[src/rtl/ahtbe_rate_shaper.sv]
// Token-bucket shaper: buffers producer telemetry beats in a small FIFO and
// releases them at a rate steered by queue-monitor backpressure and level.
module ahtbe_rate_shaper #(
  parameter int unsigned DW            = 16,
  parameter int unsigned FIFO_DEPTH    = 4,
  parameter int unsigned TOKEN_MAX     = 8,
  parameter int unsigned TICK_DIV      = 4,
  parameter int unsigned RATE_NORM     = 2,
  parameter int unsigned RATE_THR      = 1,
  parameter int unsigned RECOVER_TICKS = 4,
  parameter int unsigned HARD_LIMIT    = 32
) (
  input  logic                               clk,
  input  logic                               rst_n,
  input  logic                               in_valid,
  output logic                               in_ready,
  input  logic [DW-1:0]                      in_data,
  output logic                               out_valid,
  input  logic                               out_ready,
  output logic [DW-1:0]                      out_data,
  input  logic                               backpressure,
  input  logic [7:0]                         queue_level,
  output logic [1:0]                         mode,
  output logic [$clog2(TOKEN_MAX+1)-1:0]     tokens,
  output logic [$clog2(FIFO_DEPTH):0]        fifo_count
);

  localparam int unsigned PW = $clog2(FIFO_DEPTH);
  localparam int unsigned CW = PW + 1;
  localparam int unsigned TW = $clog2(TOKEN_MAX + 1);
  localparam int unsigned KW = (TICK_DIV > 1) ? $clog2(TICK_DIV) : 1;
  localparam int unsigned RW = (RECOVER_TICKS > 1) ? $clog2(RECOVER_TICKS + 1) : 1;

  typedef enum logic [1:0] {
    NORMAL   = 2'd0,
    THROTTLE = 2'd1,
    HOLD     = 2'd2
  } mode_e;

  logic [DW-1:0] mem_q [FIFO_DEPTH];
  logic [PW-1:0] wr_ptr_q, wr_ptr_d;
  logic [PW-1:0] rd_ptr_q, rd_ptr_d;
  logic [CW-1:0] count_q, count_d;
  logic [TW-1:0] tokens_q, tokens_d;
  logic [KW-1:0] tick_q, tick_d;
  logic          committed_q, committed_d;
  mode_e         mode_q;
  logic [RW-1:0] rec_q;

  logic          push;
  logic          pop;
  logic          tick;
  logic          eligible;
  logic [31:0]   add;
  logic [31:0]   tok_sum;

  assign in_ready   = (count_q < CW'(FIFO_DEPTH));
  assign eligible   = (count_q != '0) && (tokens_q != '0) && (mode_q != HOLD);
  assign out_valid  = committed_q || eligible;
  assign out_data   = mem_q[rd_ptr_q];
  assign push       = in_valid && in_ready;
  assign pop        = out_valid && out_ready;
  assign tick       = (tick_q == KW'(TICK_DIV - 1));
  assign mode       = 2'(mode_q);
  assign tokens     = tokens_q;
  assign fifo_count = count_q;

  // FIFO bookkeeping, refill timing and token arithmetic
  always_comb begin
    wr_ptr_d    = wr_ptr_q;
    rd_ptr_d    = rd_ptr_q;
    count_d     = count_q;
    committed_d = out_valid && !out_ready;
    tick_d      = tick ? '0 : tick_q + KW'(1);
    add         = 32'd0;

    if (push) wr_ptr_d = wr_ptr_q + PW'(1);
    if (pop)  rd_ptr_d = rd_ptr_q + PW'(1);
    case ({push, pop})
      2'b10:   count_d = count_q + CW'(1);
      2'b01:   count_d = count_q - CW'(1);
      default: count_d = count_q;
    endcase

    if (tick) begin
      case (mode_q)
        NORMAL:   add = RATE_NORM;
        THROTTLE: add = RATE_THR;
        default:  add = 32'd0;
      endcase
    end
    // A pop always holds at least one token, so this never underflows
    tok_sum  = 32'(tokens_q) + add - 32'(pop);
    tokens_d = (tok_sum > TOKEN_MAX) ? TW'(TOKEN_MAX) : TW'(tok_sum);
  end

  always_ff @(posedge clk) begin
    if (!rst_n) begin
      wr_ptr_q    <= '0;
      rd_ptr_q    <= '0;
      count_q     <= '0;
      tokens_q    <= TW'(TOKEN_MAX);
      tick_q      <= '0;
      committed_q <= 1'b0;
    end else begin
      wr_ptr_q    <= wr_ptr_d;
      rd_ptr_q    <= rd_ptr_d;
      count_q     <= count_d;
      tokens_q    <= tokens_d;
      tick_q      <= tick_d;
      committed_q <= committed_d;
    end
  end

  always_ff @(posedge clk) begin
    if (push) mem_q[wr_ptr_q] <= in_data;
  end

  // Mode FSM; a hard queue level overrides everything else
  always_ff @(posedge clk) begin
    if (!rst_n) begin
      mode_q <= NORMAL;
      rec_q  <= '0;
    end else if (32'(queue_level) >= HARD_LIMIT) begin
      mode_q <= HOLD;
      rec_q  <= '0;
    end else begin
      case (mode_q)
        NORMAL: begin
          rec_q <= '0;
          if (backpressure) mode_q <= THROTTLE;
        end
        THROTTLE: begin
          if (backpressure) begin
            rec_q <= '0;
          end else if (tick) begin
            if (32'(rec_q) + 32'd1 >= RECOVER_TICKS) begin
              mode_q <= NORMAL;
              rec_q  <= '0;
            end else begin
              rec_q <= rec_q + RW'(1);
            end
          end
        end
        HOLD: begin
          if (32'(queue_level) < HARD_LIMIT / 2) begin
            mode_q <= THROTTLE;
            rec_q  <= '0;
          end
        end
        default: begin
          mode_q <= NORMAL;
          rec_q  <= '0;
        end
      endcase
    end
  end

endmodule

[config.mk]
export PLATFORM = sky130hd
export DESIGN_NAME = ahtbe_rate_shaper
export DESIGN_NICKNAME = d
export VERILOG_FILES = /design/src/rtl/ahtbe_rate_shaper.sv
export SDC_FILE = /design/constraint.sdc
export NUM_CORES = 1
export LEC_CHECK = 0
export CAP_MARGIN = 20
export CORE_MARGIN = 5
export CORE_UTILIZATION = 32
export CTS_CLUSTER_SIZE = 8
export DETAILED_ROUTE_END_ITERATION = 6
export GPL_ROUTABILITY_DRIVEN = 1
export SETUP_SLACK_MARGIN = 0.4
export SYNTH_ARGS = -nofsm -noshare
export SYNTH_HDL_FRONTEND = slang
export SYNTH_SLANG_ARGS = --single-unit
[constraint.sdc]
create_clock -name clk -period 5 [get_ports clk]
set_clock_uncertainty 0.15 [all_clocks]
set_input_delay 1.5 -clock clk [delete_from_list [all_inputs] [get_ports clk]]
set_output_delay 1.5 -clock clk [all_outputs]
set_load 0.05 [all_outputs]
* Word level (Yosys, flattened, before mapping)
Memories as Yosys holds them, arrays and structs flattened. A register that Yosys moved wholly into a read port is not among the register bits.
Cells that the tools add are included.
** Word-level totals
- Bits in registers :: 19
- Memories :: 1
- ROM bits :: 0
- Latch bits :: 0
- Input port bits :: 29
- Output and inout bits :: 27
- RAM bits :: 64
- Logic and storage cells :: 78
** Cells by class
- Divide/modulo/power cells :: 0
- Add/sub/neg operators :: 9
- Shift-type cells :: 0
- Multiply operators :: 0
- Multiplexer cells :: 19
- Bitwise logic cells :: 1
- $lt $le $gt $ge :: 5
- Reductions and logical operators :: 17
- Eq/ne operators :: 17
** Memory list
- mem_q :: depth 4, bits a word 16, rd ports 1, clocked after Yosys merged registers in 1, write ports 1, RTL line 40 : logic [DW-1:0] mem_q [FIFO_DEPTH];
** Operators by type and width (count)
- $add 4x32->32 :: 1
- $gt 32x4->1 const B :: 1
- $sub 32x1->32 :: 1
- $mux 2 :: 9
- $ne 3x3->1 const B :: 6
- $mux 3 :: 4
- $ne 2x2->1 const B :: 6
- $pmux 3 s2 :: 2
- $reduce_and 5->1 :: 2
- $ge 8x6->1 const B :: 1
- $lt 8x5->1 const B :: 1
- $add 2x1->2 const B :: 3
- $add 3x1->3 const B :: 2
- $eq 2x2->1 const B :: 3
- $pmux 2 s3 :: 1
- $reduce_or 2->1 :: 3
- $logic_and 1x1->1 :: 5
- $add 3x1->4 const B :: 1
- $eq 2x1->1 const B :: 2
- $ge 4x3->1 const B :: 1
- $pmux 2 s2 :: 1
- $reduce_bool 4->1 :: 1
- $lt 3x3->1 const B :: 1
- $reduce_bool 3->1 :: 1
- 8 further kinds :: 9

* Depth between registers and ports, before layout
Gate-level depths: netlist of the first run.
- Depth in word-level cells :: 8
- Depth in mapped cells :: 14
- Gate-level depth less buffers :: 14

* Worst setup path after synthesis of the first run
No wires, ideal clock.
- Path type :: flip-flop to output port
- Start :: register tokens_q[3] (netlist: tokens[3])
- End :: output out_valid
- Arrival :: 2360 ps
- Required time :: 3350 ps
- Cell stages (with the launch flop) :: 5
- Slack :: 990 ps
- Cell sequence :: dfxtp_1 > inv_1 > ha_1 > nor4b_2 > nor3_1
** Between the ends
- Cells in the longest elaborated chain, start to end :: 4
** RTL lines
- start: declaration :: RTL line 44 : logic [TW-1:0] tokens_q, tokens_d;
- start signal: assignment :: RTL line 102 : tokens_q <= TW'(TOKEN_MAX);
- start signal: assignment :: RTL line 109 : tokens_q <= tokens_d;
- $reduce_bool 4->1 :: RTL line 58 : assign eligible = (count_q != '0) && (tokens_q != '0) && (mode_q != HOLD);
- $logic_and 1x1->1 (2 in a row) :: RTL line 58
- $logic_or 1x1->1 :: RTL line 59 : assign out_valid = committed_q || eligible;
- end: declaration :: RTL line 18 : output logic out_valid,
No other way between the ends.

==> summary.md, run 1 <==
| Metric | Value |
|---|---|
| Initial antenna violation count | `0` |
| Netlist cell types | `39` |
| RSZ-0062 raised after global routing | `false` |
| Yosys top cell area share | `0.540` |
| FF-to-FF Start | `tokens[3]` |
| P&R area growth vs syn | `24.8%` |
| Hold WC Path Type | `reg -> reg` |
| Ranking of synthesized cells by area | `edfxtp_1 54%, dfxtp_1 12%, mux4_2 10%` |
| CP Capture Type | `primary output` |
| HP Start | `tick_q[0]` |
| Post-synthesis sequential area ratio | `0.658` |
| Clock transition at path regs | `0.09 ns` |
| Met3 Use GR | `0.0413` |
| First-pass DRT Iterations | `4` |
| TNS Setup | `0 ns` |
| Post-DP Area | `4230 µm²` |
| Dominant synthesized flop cell | `edfxtp_1` |
| CP bufs+invs | `2` |
| Final instance area | `4440 µm²` |
| Final antenna diode count | `0` |
| Top-count cell post-synth | `edfxtp_1` |
| Chip Width | `115 µm` |
| Slew HR | `0.444` |
| CTS tree | `done` |
| Required time of the critical path | `3.35 ns` |
| Dpl hpwl | `4370 µm` |
| Synth Instances | `222` |
| Post-Syn Nets | `268` |
| First-pass GRT wire length | `10,200 µm` |
| Area occupied by registers | `2340 µm²` |
| Placed insts | `408` |
| Clk buf depth | `2` |
| Top cells by count, synth | `64 x edfxtp_1, 21 x dfxtp_1, 16 x mux4_2` |
| R2R cell count | `14` |
| Pwr per Cell Area | `479 nW/µm²` |
| R2R Path End | `tokens[0]` |
| R2r setup slk | `1.53 ns` |
| Syn avg cell area | `16.0 µm²` |
| DR iter-0 viols | `51` |
| Synth warnings | `0` |
| Die Ht | `115 µm` |
| #FFs+latches synth | `85` |
| Final setup fails | `0` |
| Simple-gate area share of the yosys netlist | `0.105` |
| Largest family of logic cells by synthesized area | `simple AND/OR/NAND/NOR gates` |
| Post-synthesis mux area share | `0.101` |
| Setup CP Type | `reg -> out` |
| FP Rows | `38` |
| Routed len/inst | `15.2 µm` |
| CP top delay family | `buffers and inverters` |
| # H-tree levels | `3` |
| Final Hold Fails | `0` |
| NumNets Final | `325` |
| Worst Setup Start Kind | `flop` |
| Hold-critical path endpoint | `tick_q[0]` |
| Detail Route Antenna Nets | `0` |
| Cts hold-fix bufs | `0` |
| Layout cell share with drive strength beyond 1 | `0.134` |
| Most area-hungry cell type in the Yosys netlist | `edfxtp_1` |
| Worst Tran Pin Value | `0.833 ns` |
| Synthesized cell area | `3560 µm²` |
| Global Route met1 Usage | `0.134` |
| Fill cells | `1,017` |
| Clock Sinks | `85` |
| Post-CTS Resized | `0` |
| Core area | `10,900 µm²` |
| Peak supply drop | `0.260 mV` |
| Post-Layout Cell Count | `424` |
| Total number of vias | `1,952` |
| Drt total wl | `6430 µm` |
| Post-layout minimum cycle time | `4.20 ns` |
| Boundary Pins | `56` |
| Clk_lat worst skew | `0.34 ns` |
| Routability Congestion | `0.772` |
| Final period util | `0.840` |
| Die area | `13,300 µm²` |
| Slew Viols, Final | `0` |
| DRC Markers | `0` |
| Vias in the first global route | `2,046` |
| Largest net degree at the start of global routing | `18` |
| Pleak | `1.51 nW` |
| DR vias/cell | `4.60` |
| Synth Area in XOR/XNOR | `0.0172` |
| IO Port Bufs | `51` |
| GRT busiest layer | `met2` |
| Status | `finished, final reports clean` |
| Adder-cell share of the synthesized area | `0.0640` |
| CTS Buf Count | `9` |
| Multi-input gate area | `1140 µm²` |
| Starting Density | `0.327` |
| Max-Cap Viols | `0` |
| Post-synth ARST share | `0` |
| Max Freq | `238 MHz` |
| Synth Area in Compound Gates | `0.0327` |
| Largest stage delay, worst path | `0.72 ns` |
| EDFF count, synth | `64` |
| CTS root buffer | `clkbuf_8` |
| Critical path arrival | `2.55 ns` |
| Worst Hold Depth | `1` |
| Total GRT Usage | `0.101` |
| Hold_ws | `0.288 ns` |
| Crit path max-delay cell type | `clkdlybuf4s50_1` |
| Grt met2 use | `0.156` |
| Crit-path cells | `buf_4, mux4_2, clkdlybuf4s50_1` |
| Gr ovfl total | `0` |
| Post-CTS setup buffer count | `0` |
| CP Max Fanout | `11` |
## layout make-up
cell class / count / share of cell area
clock inverters: 7 / 0.0200
well taps: 140 / 0.0395
clock buffers: 9 / 0.0279
repair buffers: 52 / 0.117
flip-flops and latches: 85 / 0.528
inverters: 14 / 0.0118
multi-input cells: 117 / 0.256
## stage by stage
step                worst slack (ns)   util  power [mW]
floorplan                      0.990      -        1.42
global placement               0.509  0.388        1.63
detailed placement             0.473  0.388        1.64
CTS                            0.713  0.408        2.16
global route                   0.641  0.408        2.24
finish                         0.800  0.408        2.12
## metal layers
layer / routed length (µm) / vias up
met1: 3070 / 932
li1: - / 957
met5: 0 / -
met2: 2860 / 56
met3: 446 / 7
met4: 55 / 0
## placed cells by master (no fill, tap or decap), drive strengths merged, types with 4 or more instances in the layout
cell type,synthesis,layout
a21oi,5,5
and2,14,14
clkbuf,4,9
clkdlybuf4s50,0,51
dfxtp,21,21
edfxtp,64,64
ha,15,15
inv,14,18
mux4,16,16
nand2,9,9
nor2,9,9
nor4,5,5
xor2,4,4
## sequential cells by signal, indices dropped and copies added (netlist names), named ones only
name         count
tick_q           2
tokens           4
committed_q      1
rec_q            3
rd_ptr_q         2
mem_q           64
mode             2
fifo_count       3
wr_ptr_q         2
## how the worst max path moves through the flow
stage | to | slack (ns) | cells after the start
final | out_data[10] | 0.80 | 3
after detailed placement | tokens[0] | 0.47 | 12
after global routing | out_data[15] | 0.64 | 3
after floorplan | out_valid | 0.99 | 4
after CTS | out_data[15] | 0.71 | 3
after global placement | tokens[1] | 0.51 | 12
## kinds of logic (layout without fill, tap and decap cells)
group                      Yosys count  after routing
buffers and inverters               20             82
and+or+nand+nor                     60             60
DFF                                 85             85
AOI/OAI and AO/OA                   17             17
muxes                               16             16
adders and majority gates           17             17
xor gates and xnor gates             7              7
## power breakdown
part           internal [mW]  total (mW)  switching (mW)
Sequential             0.841       0.890          0.0490
Combinational          0.287       0.724           0.437
Clock                  0.242       0.510           0.268
No activity file was read; power rests on OpenSTA's default activity.
==> inputs of run 2 (changes only) <==
==> constraint.sdc (replaced) <==
create_clock -name clk -period 4 [get_ports clk]
set_clock_uncertainty 0.15 [all_clocks]
set_input_delay 1.2 -clock clk [delete_from_list [all_inputs] [get_ports clk]]
set_output_delay 1.2 -clock clk [all_outputs]
set_load 0.05 [all_outputs]
==> run 2 against run 1 <==
Net effect: count of clock-buffer cells in the layout did not move; non-clock buffer count increased by 11; wire length fell by 0.93%; cell area increased by 1.2%; sequential power increased by 24%; die area unchanged; clock power is 16% higher; via count rose by 2.2%; utilization up 0.51 points; critical path depth is 2 higher; worst hold slack got worse by 0.0025 ns.
==> summary.md, run 2 (synthesis results as in run 1) <==
| Metric | Value |
|---|---|
| Initial antenna violation count | `0 (unchanged)` |
| Required time of the critical path | `2.65 ns (-0.70 ns)` |
| Commonest non-fill, non-tap cell in the layout | `edfxtp_1` |
| Crit path max-delay cell type | `nor4b_2` |
| DR iter-0 viols | `68 (+33%)` |
| Pwr per Cell Area | `582 nW/µm² (+22%)` |
| P&R area growth vs syn | `26.3%` |
| Max reg flops | `64 (unchanged)` |
| Flop pwr share | `0.419 (about the same)` |
| Peak supply drop | `0.333 mV (+28%)` |
| Area occupied by registers | `2340 µm² (unchanged)` |
| Dpl hpwl | `4340 µm (-0.70%)` |
| Final Hold Fails | `0 (unchanged)` |
| Hold WC Path Type | `reg -> reg` |
| Crit-path cells | `inv_1, ha_1, nor4b_2, nor3_2, dlygate4sd2_1` |
| Clk_lat worst skew | `0.35 ns (about the same)` |
| Hold_ws | `0.286 ns (-0.00252 ns)` |
| Clk buf depth | `2 (unchanged)` |
| Largest stage delay, worst path | `0.44 ns (-0.28 ns)` |
| # H-tree levels | `3 (unchanged)` |
| Gate power share | `0.354 (+0.013)` |
| Clock transition at path regs | `0.09 ns (about the same)` |
| NumNets Final | `336 (+3.4%)` |
| Status | `finished, final reports clean` |
| Routability Congestion | `0.745 (-3.4%)` |
| Post-layout minimum cycle time | `3.34 ns` |
| Total number of vias | `1,995 (+2.2%)` |
| Starting Density | `0.327 (unchanged)` |
| Total GRT Usage | `0.105 (+0.00381)` |
| Clock Power Share | `0.227 (-0.013)` |
| FP Rows | `38 (unchanged)` |
| Sw Share | `0.352 (-0.00280)` |
| Multi-input gate area | `1150 µm² (+1.4%)` |
| Layout cell share with drive strength beyond 1 | `0.197 (+0.0635)` |
| Detail Route Antenna Nets | `0 (unchanged)` |
| Worst Tran Pin Value | `0.632 ns (-0.201 ns)` |
| Final setup fails | `0 (unchanged)` |
| Die area | `13,300 µm² (unchanged)` |
| Largest net degree at the start of global routing | `17 (-1)` |
| Max-Cap Viols | `0 (unchanged)` |
| Boundary Pins | `56 (unchanged)` |
| CTS root buffer | `clkbuf_8` |
| Most frequent cells in the layout | `64 x edfxtp_1, 33 x clkdlybuf4s50_1, 21 x dfxtp_1` |
| Final period util | `0.834` |
| Max Freq | `300 MHz` |
| DRC Markers | `0 (unchanged)` |
| Pleak | `1.59 nW (+4.9%)` |
| CTS tree | `done` |
| Slew HR | `0.578 (+0.134)` |
| Cts hold-fix bufs | `0 (unchanged)` |
| Gr ovfl total | `0 (unchanged)` |
| Cell Int Power | `1.69 mW (+24%)` |
| Core area | `10,900 µm² (unchanged)` |
| DR vias/cell | `4.60 (-0.15%)` |
| CP Max Fanout | `4 (-7)` |
| Die Ht | `115 µm (unchanged)` |
| CTS Buf Count | `9 (unchanged)` |
| Slew Viols, Final | `0 (unchanged)` |
| Critical path arrival | `1.99 ns (-0.56 ns)` |
| CP Capture Type | `primary output` |
| P_sw | `0.922 mW (+22%)` |
| Post-DP Area | `4280 µm² (+1.4%)` |
| Drt total wl | `6370 µm (-0.93%)` |
| Chip Width | `115 µm (unchanged)` |
| Worst Setup Start Kind | `flop` |
| Clock Sinks | `85 (unchanged)` |
| Fill cells | `995 (-2.2%)` |
| First-pass DRT Iterations | `4 (unchanged)` |
| Final antenna diode count | `0 (unchanged)` |
| Final instance area | `4490 µm² (+1.2%)` |
| Routed len/inst | `14.7 µm (-3.2%)` |
| First-pass GRT wire length | `10,500 µm (+2.4%)` |
| Vias in the first global route | `2,067 (+1.0%)` |
| Setup CP Type | `reg -> out` |
| IO Port Bufs | `51 (unchanged)` |
| Largest Register | `mem_q` |
| RSZ-0062 raised after global routing | `false` |
-- run 2: worst paths after layout --
path	start	end	slack, ns	cells after the start
setup / recovery	tokens[3]	out_valid	0.66	5
hold / removal	tick_q[0]	tick_q[0]	0.29	1
setup reg to reg	tokens[3]	tokens[0]	0.79	15
hold reg to reg	tick_q[0]	tick_q[0]	0.29	1
-- run 2: through the flow --
step                      worst slack (ns)  utilization  power [mW]  cells  TNS [ns]
after floorplan                      0.506            -        1.77    222         0
after global placement             0.00988        0.393        2.06    417         0
after detailed placement           -0.0237        0.393        2.07    417   -0.0436
after CTS                            0.454        0.410        2.64    432         0
after global routing                 0.499        0.413        2.77    434         0
final                                0.663        0.413        2.62    434         0
-- run 2: cell type report --
cell class                 count  area share
multi-input combinational    117       0.257
timing repair buffer          63       0.128
sequential                    85       0.521
clock inverter                 6      0.0159
clock buffer                   9      0.0276
inverter                      14      0.0117
tap                          140      0.0390
-- run 2: power by group through the flow --
stage	clock [mW]	combinational [mW]	sequential [mW]
final	0.594	0.927	1.10
after detailed placement	0	0.950	1.12
after global routing	0.658	1.00	1.11
after floorplan	0	0.608	1.16
after CTS	0.620	0.925	1.10
after global placement	0	0.943	1.12
-- run 2: repair_timing --
item | in CTS | in global routing
buffers inserted | 0 | 2
endpoints found under the setup margin | 14 | 3
pin swaps | 1 | 3
cloned | 0 | 0
resized for setup | 12 | 3
-- run 2: worst max-delay path, delay by kind of cell, from the launching register on --
family,cells,cell delay [ns]
adders and majority gates,1,0.19
buffers and inverters,2,0.57
DFF,1,0.34
and+or+nand+nor,2,0.54
-- run 2: per-layer routing --
metal  vias up  wire (µm)  track usage  part of all wire
met5         -          0            0                 0
met4         0         97       0.0376             0.015
met3         8        442       0.0360             0.069
met2        61       2910        0.165              0.46
met1       956       2930        0.134              0.46
li1        970          -            -                 -
==> inputs of run 3 (changes only) <==
==> constraint.sdc (replaced) <==
create_clock -name clk -period 2.8 [get_ports clk]
set_clock_uncertainty 0.15 [all_clocks]
set_input_delay 0.84 -clock clk [delete_from_list [all_inputs] [get_ports clk]]
set_output_delay 0.84 -clock clk [all_outputs]
set_load 0.05 [all_outputs]
==> run 3 against run 2 <==
Net effect: critical path type is now in -> reg; global-route usage is 0.35 points higher; count of clock-buffer cells in the layout stayed put; critical endpoint is now tokens[2]; first-iteration DRC count is 18% higher; largest cell class unchanged; the flow now finishes with violations (setup timing); wire length is 5.0% higher.
==> summary.md, run 3 (synthesis results as in run 1) <==
| Metric | Value |
|---|---|
| Status | `finished, violations left` |
| Failing checks | `setup timing` |
| Required time of the critical path | `2.90 ns (+0.25 ns)` |
| Placed insts | `427 (+2.4%)` |
| Critical path's most frequent cell | `nor2_1` |
| R2R cell count | `15 (unchanged)` |
| Pleak | `1.77 nW (+12%)` |
| Layout cell share with drive strength beyond 1 | `0.344 (+0.147)` |
| Post-Layout Cell Count | `451 (+3.9%)` |
| CTS Buf Count | `9 (unchanged)` |
| Vias in the first global route | `2,217 (+7.3%)` |
| DRC Markers | `0 (unchanged)` |
| Boundary Pins | `56 (unchanged)` |
| Max reg flops | `64 (unchanged)` |
| Hold_ws | `0.262 ns (-0.0238 ns)` |
| Post-layout minimum cycle time | `2.82 ns` |
| Routability Congestion | `0.784 (+5.2%)` |
| Final Hold Fails | `0 (unchanged)` |
| Largest Register | `mem_q` |
| Slew Viols, Final | `0 (unchanged)` |
| Cts hold-fix bufs | `0 (unchanged)` |
| Clock transition at path regs | `0.09 ns (about the same)` |
| Clk buf depth | `2 (unchanged)` |
| Die area | `13,300 µm² (unchanged)` |
| Clock Sinks | `85 (unchanged)` |
| CTS tree | `done` |
| Largest net degree at the start of global routing | `18 (+1)` |
| Pwr per Cell Area | `853 nW/µm² (+46%)` |
| DR vias/cell | `4.63 (+0.81%)` |
| First-pass GRT wire length | `11,000 µm (+4.9%)` |
| Starting Density | `0.327 (unchanged)` |
| Commonest non-fill, non-tap cell in the layout | `edfxtp_1` |
| CTS root buffer | `clkbuf_8` |
| Max Freq | `355 MHz` |
| DR iter-0 viols | `80 (+18%)` |
| Peak supply drop | `0.558 mV (+67%)` |
| CP Launch Point | `out_ready` |
| First-pass DRT Iterations | `4 (unchanged)` |
| Critical path arrival | `2.91 ns (+0.92 ns)` |
| CP Max Fanout | `3 (-1)` |
| Total number of vias | `2,090 (+4.8%)` |
| Gr ovfl total | `0 (unchanged)` |
| Chip Width | `115 µm (unchanged)` |
| Slack of the critical path | `-0.0152 ns (-0.679 ns)` |
| Die Ht | `115 µm (unchanged)` |
| Slew HR | `0.661 (+0.0829)` |
| Routed len/inst | `14.8 µm (+1.1%)` |
| P&R area growth vs syn | `38.2%` |
| Initial antenna violation count | `0 (unchanged)` |
| DP Worst Slack | `-0.639 ns (-0.616 ns)` |
| CP Capture Type | `flop` |
| Total GRT Usage | `0.108 (+0.00354)` |
| Final antenna diode count | `0 (unchanged)` |
| Hold WC Path Type | `reg -> reg` |
| FF-to-FF Start | `tokens[3]` |
| Post-Route Utilization | `0.452 (+0.0387)` |
| Max-Cap Viols | `0 (unchanged)` |
| Crit path max-delay cell type | `fa_2` |
| # H-tree levels | `3 (unchanged)` |
| Worst Tran Pin Value | `0.510 ns (-0.121 ns)` |
| FP Rows | `38 (unchanged)` |
| Final setup fails | `1 (+1)` |
| Detail Route Antenna Nets | `0 (unchanged)` |
| Dpl hpwl | `4390 µm (+1.1%)` |
| IO Port Bufs | `51 (unchanged)` |
| Core area | `10,900 µm² (unchanged)` |
| Worst Setup Start Kind | `primary input` |
| Final period util | `1.01` |
| Worst Hold Depth | `1 (unchanged)` |
| Largest stage delay, worst path | `0.35 ns (-0.09 ns)` |
| RSZ-0062 raised after global routing | `true` |
| Fill cells | `982 (-1.3%)` |
| HP Start | `tick_q[0]` |
| Clk_lat worst skew | `0.35 ns (about the same)` |
| NumNets Final | `352 (+4.8%)` |
| Crit-path cells | `clkdlybuf4s15_1, nor4b_4, xnor2_1, ha_2, fa_2, a21oi_2, nor2_1, nor2_1, ha_1, nand4b_1, buf_4, nor3_2, and3_1` |
| Drt total wl | `6690 µm (+5.0%)` |
| TNS Setup | `-0.0152 ns (-0.0152 ns)` |
| Setup CP Type | `in -> reg` |
| Most frequent cells in the layout | `64 x edfxtp_1, 23 x clkdlybuf4s50_1, 19 x buf_4` |
[run 3: final cells by class]
cell class	instances	area [µm²]	area share
clock inverter	7	91.3	0.0186
clock buffer	9	124	0.0252
timing repair buffer	79	885	0.180
tap	140	175	0.0356
multi-input combinational	117	1220	0.248
inverter	14	57.6	0.0117
sequential	85	2360	0.481
[run 3: worst paths after layout]
path / slack [ns] / endpoint
worst max register to register: -0.01 / tokens[2]
worst min register to register: 0.26 / tick_q[0]
worst max-delay path: -0.02 / tokens[2]
worst min-delay path: 0.26 / tick_q[0]
[run 3: per-stage QoR]
step | instance area [µm²] | total power, mW
floorplan | 3620 | 2.57
finish | 4920 | 4.19
CTS | 4900 | 4.24
detailed placement | 4450 | 3.08
global route | 4920 | 4.43
global placement | 4450 | 3.06
[run 3: repair_timing]
| action | CTS | global route |
|---|---|---|
| cloned | 1 | 0 |
| pin swaps | 12 | 4 |
| setup endpoints to repair | 33 | 24 |
| gates resized for setup | 58 | 6 |
| setup buffers | 7 | 0 |
[run 3: report_power, final]
| group | leakage, nW | internal (mW) | switching (mW) |
|---|---|---|---|
| Clock | 0.105 | 0.434 | 0.472 |
| Combinational | 0.906 | 0.793 | 0.909 |
| Sequential | 0.763 | 1.51 | 0.0765 |
| Total | 1.77 | 2.73 | 1.46 |
[run 3: critical path, delay by kind of cell]
kind | cells | cell delay [ns]
fa+ha+maj | 3 | 0.79
simple gates | 6 | 0.71
buf+inv | 2 | 0.34
xor+xnor | 1 | 0.12
compound gates | 1 | 0.12
[run 3: layer usage]
| layer | global-route usage | share of wire | vias to the layer above |
|---|---|---|---|
| met5 | 0 | 0 | - |
| met4 | 0.0235 | 0.0066 | 0 |
| met3 | 0.0366 | 0.055 | 5 |
| met2 | 0.183 | 0.49 | 53 |
| met1 | 0.135 | 0.44 | 1023 |
| li1 | - | - | 1009 |
